## config.mk

```make
export PLATFORM = sky130hd
export DESIGN_NAME = instr_sequencer
export DESIGN_NICKNAME = d
export VERILOG_FILES = /design/src/rtl/proc_pkg.sv /design/src/rtl/instr_ram.sv /design/src/rtl/instr_sequencer.sv
export SDC_FILE = /design/constraint.sdc
export NUM_CORES = 1
export LEC_CHECK = 0
export ABC_AREA = 1
export ABC_CLOCK_PERIOD_IN_PS = 4650
export BUFFER_PORTS_ARGS = -buffer_cell sky130_fd_sc_hd__buf_2
export CAP_MARGIN = 20
export CORE_MARGIN = 2
export CORE_UTILIZATION = 45
export DETAILED_ROUTE_END_ITERATION = 10
export PLACE_DENSITY = 0.68
export SYNTH_ARGS = -nofsm -noshare
export SYNTH_HDL_FRONTEND = slang
export SYNTH_SLANG_ARGS = --single-unit
```

## constraint.sdc

```tcl
create_clock -name Clock -period 4.65 [get_ports Clock]
set_clock_uncertainty 0.2 [all_clocks]
set_input_delay 0 -clock Clock [delete_from_list [all_inputs] [get_ports Clock]]
set_output_delay 0 -clock Clock [all_outputs]
set_load 0.03 [all_outputs]
```

## src/rtl/proc_pkg.sv

```systemverilog
// Shared definitions for the 16-bit multi-cycle processor and its issue stage.
package proc_pkg;

   localparam int WORD_W = 16;

   typedef enum logic [2:0] {
      ST_IDLE  = 3'd0,
      ST_FETCH = 3'd1,
      ST_ISSUE = 3'd2,
      ST_WAIT  = 3'd3,
      ST_HALT  = 3'd4
   } seq_state_t;

   // Processor opcodes live in instruction bits [15:13].
   localparam logic [2:0] OP_MV  = 3'b000;
   localparam logic [2:0] OP_MVT = 3'b001;
   localparam logic [2:0] OP_ADD = 3'b010;
   localparam logic [2:0] OP_SUB = 3'b011;

endpackage

```

## src/rtl/instr_ram.sv

```systemverilog
// Program memory: synchronous write, asynchronous read, contents not reset.
module instr_ram #(
   parameter int ADDR_W = 5,
   parameter int WORD_W = 16
) (
   input  logic              clk,
   input  logic              wr_en,
   input  logic [ADDR_W-1:0] wr_addr,
   input  logic [WORD_W-1:0] wr_data,
   input  logic [ADDR_W-1:0] rd_addr,
   output logic [WORD_W-1:0] rd_data
);

   logic [WORD_W-1:0] mem [2**ADDR_W];

   // Write port; the array has no reset so it maps onto plain RAM.
   always_ff @(posedge clk) begin
      if (wr_en) begin
         mem[wr_addr] <= wr_data;
      end
   end

   assign rd_data = mem[rd_addr];

endmodule

```

## src/rtl/instr_sequencer.sv

```systemverilog
// Instruction-issue stage: steps a program counter through program memory,
// handing one word at a time to the processor and waiting for its Done.
module instr_sequencer #(
   parameter int ADDR_W = 5,
   parameter int WORD_W = proc_pkg::WORD_W,
   parameter int CNT_W  = 16
) (
   input  logic              Clock,
   input  logic              Resetn,
   input  logic              Start,
   input  logic [ADDR_W-1:0] LastAddr,
   input  logic              LoadEn,
   input  logic [ADDR_W-1:0] LoadAddr,
   input  logic [WORD_W-1:0] LoadData,
   input  logic              Done,
   output logic [WORD_W-1:0] DIN,
   output logic              Run,
   output logic [ADDR_W-1:0] PC,
   output logic              Busy,
   output logic              Halted,
   output logic [CNT_W-1:0]  Retired
);

   localparam logic [ADDR_W-1:0] PC_ONE  = {{(ADDR_W-1){1'b0}}, 1'b1};
   localparam logic [CNT_W-1:0]  CNT_ONE = {{(CNT_W-1){1'b0}}, 1'b1};

   proc_pkg::seq_state_t state_q, state_d;
   logic [ADDR_W-1:0]    last_q, last_d;
   logic [ADDR_W-1:0]    pc_q, pc_d;
   logic [WORD_W-1:0]    din_q, din_d;
   logic                 run_q, run_d;
   logic [CNT_W-1:0]     retired_q, retired_d;
   logic [WORD_W-1:0]    rd_data;
   logic                 wr_en;
   logic                 idle_like;

   // Loading is only allowed while no instruction is in flight.
   assign idle_like = (state_q == proc_pkg::ST_IDLE) || (state_q == proc_pkg::ST_HALT);
   assign wr_en     = LoadEn && idle_like;

   instr_ram #(
      .ADDR_W (ADDR_W),
      .WORD_W (WORD_W)
   ) u_ram (
      .clk     (Clock),
      .wr_en   (wr_en),
      .wr_addr (LoadAddr),
      .wr_data (LoadData),
      .rd_addr (pc_q),
      .rd_data (rd_data)
   );

   // Next-state logic: start/restart, fetch, one-cycle issue, wait for Done.
   always_comb begin
      state_d   = state_q;
      last_d    = last_q;
      pc_d      = pc_q;
      din_d     = din_q;
      retired_d = retired_q;
      case (state_q)
         proc_pkg::ST_IDLE, proc_pkg::ST_HALT: begin
            if (Start) begin
               last_d    = LastAddr;
               pc_d      = '0;
               retired_d = '0;
               state_d   = proc_pkg::ST_FETCH;
            end
         end
         proc_pkg::ST_FETCH: begin
            din_d   = rd_data;
            state_d = proc_pkg::ST_ISSUE;
         end
         proc_pkg::ST_ISSUE: begin
            state_d = proc_pkg::ST_WAIT;
         end
         proc_pkg::ST_WAIT: begin
            if (Done) begin
               if (retired_q != '1) begin
                  retired_d = retired_q + CNT_ONE;
               end
               if (pc_q == last_q) begin
                  state_d = proc_pkg::ST_HALT;
               end else begin
                  pc_d    = pc_q + PC_ONE;
                  state_d = proc_pkg::ST_FETCH;
               end
            end
         end
         default: begin
            state_d = proc_pkg::ST_IDLE;
         end
      endcase
      run_d = (state_d == proc_pkg::ST_ISSUE);
   end

   // State and registered outputs; reset clears everything except memory.
   always_ff @(posedge Clock or negedge Resetn) begin
      if (!Resetn) begin
         state_q   <= proc_pkg::ST_IDLE;
         last_q    <= '0;
         pc_q      <= '0;
         din_q     <= '0;
         run_q     <= 1'b0;
         retired_q <= '0;
      end else begin
         state_q   <= state_d;
         last_q    <= last_d;
         pc_q      <= pc_d;
         din_q     <= din_d;
         run_q     <= run_d;
         retired_q <= retired_d;
      end
   end

   assign DIN     = din_q;
   assign Run     = run_q;
   assign PC      = pc_q;
   assign Retired = retired_q;
   assign Busy    = (state_q == proc_pkg::ST_FETCH) || (state_q == proc_pkg::ST_ISSUE) ||
                    (state_q == proc_pkg::ST_WAIT);
   assign Halted  = (state_q == proc_pkg::ST_HALT);

endmodule

```

==> flow_metrics.env, run 1 <==
export IMPL_reg2reg_to="u_ram.mem[22][11]"
export IMPL_vias=16900
export IMPL_maxSlewHeadroom_pct=30.0
export IMPL_synth_nets=2328
export IMPL_finalSetupTns_ns=0
export IMPL_p_leak_nw=11.0
export IMPL_core_area_sq_mm=0.0526
export IMPL_finalHoldViolCount=0
export IMPL_layout_commonest_cell="nand2_1"
export IMPL_fillers=4585
export IMPL_clk_latency_ns=0.62
export IMPL_path_cells="nor2_1, inv_2, nor2_1, nand3_1, nor2_1, buf_4"
export IMPL_row_count=84
export IMPL_antenna_left=0
export IMPL_dieArea_sq_mm=0.0550
export IMPL_path_class="reg2reg"
export IMPL_post_route_period_util_pct=73.4
export IMPL_synth_area_sq_mm=0.0239
export IMPL_rsz0062_at_grt="false"
export IMPL_grt_pass1_vias=16100
export IMPL_hpwl_mm=36.7
export IMPL_die_h_microns=235
export IMPL_ios=71
export IMPL_worstHoldPathType="in2reg"
export IMPL_yosysWarnings=0
export IMPL_synth_edf_count=512
export IMPL_nets=2442
export IMPL_cts_max_level=2
export IMPL_required_ns=4.76
export IMPL_grt_busiest_layer="met2"
export IMPL_cts_root_buf="clkbuf_16"
export IMPL_synth_seq_cells=558
export IMPL_wirelength_mm=64.4
export IMPL_power_total_mw=13.5
export IMPL_viasPerCell=5.37
export IMPL_grtUsageTotal_pct=23.5
export IMPL_worstMarginPinSlew_ns=1.05
export IMPL_tritoncts="built"
export IMPL_cts_sinks=558
export IMPL_ys_types=34
export IMPL_synth_async_reset_ratio_pct=8.24
export IMPL_yosysSeqAreaShare_pct=69.1
export IMPL_fmax_ghz=0.293
export IMPL_finalSetupViolCount=0
export IMPL_place_congestion=0.862
export IMPL_layout_common_cells="nand2_1 (788), edfxtp_1 (512), nand3_1 (338), inv_1 (229), nor2_1 (154)"
export IMPL_use_met1_pct=32.3
export IMPL_rr_worst_depth=6
export IMPL_final_util_pct=51.8
export IMPL_r2r_start="state_q[1]"
export IMPL_cap_violations=0
export IMPL_worst_ir_drop_vdd_v=0.000367
export IMPL_min_to="state_q[1]"
export IMPL_final_layout_size_suffix_gt1_share_pct=9.65
export IMPL_met3_usage_pct=3.89
export IMPL_startpoint_type="flip-flop"
export IMPL_final_max_slew_violation_count=0
export IMPL_clock_path_buffers=3
export IMPL_io_buffers=70
export IMPL_critPathMaxStageDelay_ns=0.76
export IMPL_grt_max_degree=100
export IMPL_r2r_setup_slack_ns=1.24
export IMPL_clk_pin_slew_ns=0.06
export IMPL_wl_per_cell_microns=20.5
export IMPL_antenna_found_initial=2
export IMPL_place_worst_setup_slack_ns=1.38
export IMPL_drtIter0Drc=1866
export IMPL_cp_startpoint="state_q[1]"
export IMPL_use_met2_pct=38.1
export IMPL_area_growth_pct=13.8
export IMPL_hold_path_startpoint="Done"
export IMPL_drc_errors=0
export IMPL_setup_ws_ns=1.24
export IMPL_cp_max_fo=10
export IMPL_synth_area_per_cell_sq_um=10.4
export IMPL_cts_buffers=58
export IMPL_cp_common_cell="nor2_1"
export IMPL_status="completed"
export IMPL_hold_depth=5
export IMPL_power_density_mw_per_mm2=496
export IMPL_crit_slowest_cell="nor2_1"
export IMPL_whs_ns=0.0656
export IMPL_die_w_microns=235
export IMPL_period_minus_slack_ns=3.41
export IMPL_drtPass1Iterations=6
export IMPL_synthCells=2295
export IMPL_grt_pass1_wl_mm=96.3
export IMPL_cts_post_setup_buffers_inserted=0
export IMPL_grt_remaining_overflow=0
export IMPL_cp_arrival_ns=3.52
export IMPL_initial_core_util_pct=45.5
export IMPL_cp_end_kind="flip-flop"
export IMPL_synthFlopType="edfxtp_1"
critical path: cells and delay by family, from the launching register on:
kind / cells / cell delay (ns)
simple gates: 4 / 2.03
buf+inv: 2 / 0.43
flops: 1 / 0.42
layer usage:
layer | vias up | share of wire, %
met5 | - | 0.017
met4 | 2 | 3.2
met3 | 121 | 8.3
met2 | 798 | 47
met1 | 8160 | 41
li1 | 7801 | -
kinds of logic (layout without fill, tap and decap cells):
group,after synthesis,in the layout,share of synthesized area (%)
buf+inv,354,516,6.26
compound gates,68,68,1.60
xor+xnor,9,9,0.330
flops,558,558,69.1
mux,2,2,0.0942
other cells,0,1,0
simple gates,1302,1302,22.5
fa+ha+maj,2,2,0.105
synth_stat cells (all sizes together), types with 5 or more instances:
cell	count	area, sq um
a21oi	35	213
buf	89	503
clkbuf	22	82.6
dfrtp	46	1150
edfxtp	512	15400
inv	242	908
nand2	789	2960
nand3	339	1710
nand4	6	37.5
nor2	159	614
nor3	5	30.0
o21ai	31	155
xor2	7	61.3
sequential cells by signal (all words and copies together) (netlist names):
signal	cells
u_ram.mem	512
DIN	16
Retired	16
last_q	5
Run	1
state_q	3
PC	5
report_power, final:
part | total [mW] | internal, mW | switching (mW)
sequential | 5.93 | 5.63 | 0.299
combinational | 3.17 | 0.876 | 2.29
clock | 4.42 | 2.51 | 1.91
total | 13.5 | 9.01 | 4.50
worst max path at each step:
stage	to	cells past startpoint	slack, ns
floorplan	u_ram.mem[0][0]	5	2.25
global placement	u_ram.mem[18][11]	5	1.14
detailed placement	u_ram.mem[22][2]	6	1.38
CTS	u_ram.mem[22][11]	6	1.36
global route	u_ram.mem[22][11]	6	1.20
finish	u_ram.mem[22][11]	6	1.24
final cells by class:
| type | count | area, sq um | share of cell area, % |
|---|---|---|---|
| sequential | 558 | 16500 | 60.7 |
| tap | 688 | 861 | 3.16 |
| timing repair buffer | 165 | 1210 | 4.46 |
| multi-input combinational | 1383 | 5900 | 21.7 |
| antenna | 1 | 2.50 | 0.00919 |
| clock buffer | 77 | 1600 | 5.87 |
| clock inverter | 31 | 198 | 0.726 |
| inverter | 243 | 920 | 3.38 |
metrics by stage:
| step | std cells | instance area [sq um] |
|---|---|---|
| 6_report | 3146 | 27200 |
| 5_1_grt | 3145 | 27200 |
| 4_1_cts | 3145 | 27200 |
| 3_5_place_dp | 2992 | 25000 |
| 3_3_place_gp | 2992 | 25000 |
| 2_1_floorplan | 2295 | 23900 |
what timing repair did:
action	in CTS	in global routing
setup endpoints to repair	0	0
hold buffers	45	0
gates resized for setup	0	0
hold endpoints to repair	1014	0
No activity file was read; power rests on OpenSTA's default activity.
==> inputs of run 2 (changes only) <==
Settings changed: ABC_CLOCK_PERIOD_IN_PS 4650 to 3450.
Clock period 4.65 ns to 3.45 ns, I/O delays scaled along.
==> run 2 against run 1 <==
Sequential power is 32% higher. Power grew 40%. Non-clock buffer count is 10 higher. Core utilization up 0.64 points. Die area unchanged. Worst hold slack got worse by 0.019 ns. Clock-buffer cell count fell by 13. Cell count grew 0.25%. Maximum frequency rose by 18%. Worst setup slack worse by 0.67 ns. Critical path depth unchanged. Critical endpoint is now u_ram.mem[23][14]. Largest power group unchanged. Highest routed layer unchanged.
==> flow_metrics.env, run 2 (synthesis gave the netlist of run 1 again) <==
export IMPL_finalSetupTns_ns=0
export IMPL_cts_max_level=2
export IMPL_antenna_found_initial=1
export IMPL_drc_errors=0
export IMPL_p_leak_nw=11.2
export IMPL_combinationalPowerShare_pct=23.9
export IMPL_hold_depth=5
export IMPL_final_layout_size_suffix_gt1_share_pct=10.5
export IMPL_setup_ws_ns=0.565
export IMPL_stdcell_count=3154
export IMPL_netSwitchingFraction_pct=32.7
export IMPL_cts_sinks=558
export IMPL_core_area_sq_mm=0.0526
export IMPL_wl_per_cell_microns=20.4
export IMPL_initial_core_util_pct=45.5
export IMPL_area_growth_pct=15.2
export IMPL_antenna_left=0
export IMPL_clk_pin_slew_ns=0.07
export IMPL_io_buffers=70
export IMPL_power_total_mw=19.0
export IMPL_antennaDiodeCount=0
export IMPL_drtIter0Drc=1955
export IMPL_cp_max_fo=5
export IMPL_die_h_microns=235
export IMPL_r2r_setup_slack_ns=0.57
export IMPL_post_cts_resized=0
export IMPL_dpl_instance_area_sq_mm=0.0251
export IMPL_nets=2451
export IMPL_cts_root_buf="clkbuf_16"
export IMPL_power_density_mw_per_mm2=689
export IMPL_row_count=84
export IMPL_fmax_ghz=0.347
export IMPL_hold_path_startpoint="LoadAddr[0]"
export IMPL_worstMarginPinSlew_ns=0.987
export IMPL_cts_post_setup_buffers_inserted=0
export IMPL_fillers=4567
export IMPL_p_seq_share_pct=41.2
export IMPL_cp_arrival_ns=3.01
export IMPL_clock_path_buffers=3
export IMPL_worst_ir_drop_vdd_v=0.000489
export IMPL_vias=16700
export IMPL_die_w_microns=235
export IMPL_cp_startpoint="state_q[1]"
export IMPL_ios=71
export IMPL_r2r_start="state_q[1]"
export IMPL_cts_buffers=57
export IMPL_maxSlewHeadroom_pct=34.2
export IMPL_worstHoldPathType="in2reg"
export IMPL_startpoint_type="flip-flop"
export IMPL_required_ns=3.58
export IMPL_place_worst_setup_slack_ns=0.736
export IMPL_layout_common_cells="nand2_1 (788), edfxtp_1 (512), nand3_1 (338), inv_1 (229), nor2_1 (156)"
export IMPL_grt_pass1_vias=16000
export IMPL_drtPass1Iterations=6
export IMPL_grt_pass1_wl_mm=96.8
export IMPL_layout_commonest_cell="nand2_1"
export IMPL_dieArea_sq_mm=0.0550
export IMPL_post_route_period_util_pct=83.6
export IMPL_place_congestion=0.880
export IMPL_largest_register_ff_count=512
export IMPL_placed_cells=3000
export IMPL_grt_remaining_overflow=0
export IMPL_cap_violations=0
export IMPL_clk_latency_ns=0.64
export IMPL_finalHoldViolCount=0
export IMPL_period_minus_slack_ns=2.88
export IMPL_tritoncts="built"
export IMPL_wirelength_mm=64.4
export IMPL_grt_max_degree=120
export IMPL_rr_worst_depth=6
export IMPL_cp_end_kind="flip-flop"
export IMPL_p_int_mw=12.8
export IMPL_viasPerCell=5.28
export IMPL_grtUsageTotal_pct=23.7
export IMPL_finalSetupViolCount=0
export IMPL_rsz0062_at_grt="false"
export IMPL_hpwl_mm=38.0
export IMPL_status="completed"
export IMPL_largest_register="u_ram.mem"
export IMPL_final_max_slew_violation_count=0
export IMPL_switching_power_mw=6.21
export IMPL_pwr_share_clk_pct=34.9
export IMPL_path_class="reg2reg"
export IMPL_stdcell_area_sq_mm=0.0276
[run 2: cell count changes in the layout (fill, tap and decap cells not counted), moves of 2 or more]
cell / change
clkbuf_1: -9
buf_12: +4
bufinv_16: +10
clkinv_1: -8
clkbuf_16: -4
nor2_1: +2
clkinv_2: +5
buf_4: +5
clkinvlp_4: +2
nor2_2: -2
clkinv_8: +2
[run 2: final cells by class]
| class | instances | area (sq um) | share of cell area [%] |
|---|---|---|---|
| Clock buffer | 64 | 1460 | 5.31 |
| Clock inverter | 43 | 549 | 1.99 |
| Multi-Input combinational cell | 1383 | 5890 | 21.4 |
| Tap cell | 688 | 861 | 3.12 |
| Inverter | 243 | 920 | 3.34 |
| Sequential cell | 558 | 16500 | 60.0 |
| Timing Repair Buffer | 175 | 1340 | 4.87 |
[run 2: path summary, 6_finish.rpt]
kind                                      to
min in group asynchronous             DIN[9]
min reg2reg                          DIN[11]
max in group asynchronous          last_q[2]
max reg2reg                u_ram.mem[23][14]
max                        u_ram.mem[23][14]
min                         u_ram.mem[25][3]
[run 2: through the flow]
stage	util [%]	hold WS, ns
2_1_floorplan	-	-0.496
3_3_place_gp	47.7	-0.104
3_5_place_dp	47.7	-0.0919
4_1_cts	52.4	0.0122
5_1_grt	52.4	0.0422
6_report	52.4	0.0462
[run 2: critical path: stages, from the launching register on]
cell,delay (ns)
dfrtp_1,0.42
nor2_1,0.26
inv_2,0.09
nor2_1,0.37
nand3_1,0.38
nor2_1,0.25
dlygate4sd3_1,0.63
[run 2: power groups by stage]
stage	Combinational (mW)	Sequential [mW]	Clock [mW]
finish	4.54	7.82	6.62
floorplan	2.86	8.05	0
global placement	4.36	7.96	0
detailed placement	4.40	7.96	0
global route	4.97	7.84	6.95
CTS	4.51	7.82	6.69
[run 2: metal layers]
metal  track usage, %  share of wire [%]  wire, microns  up-vias
li1                 -                  -              -     7813
met1             33.2                 42          26800     7926
met4             7.74                2.7           1750        2
met3             5.28                9.4           6080      113
met2             36.9                 46          29800      801
met5                0              0.011              7        -
[run 2: what timing repair did]
action,CTS,global route
endpoints found under the setup margin,0,0
endpoints found under the hold margin,1005,0
hold buffers,47,0
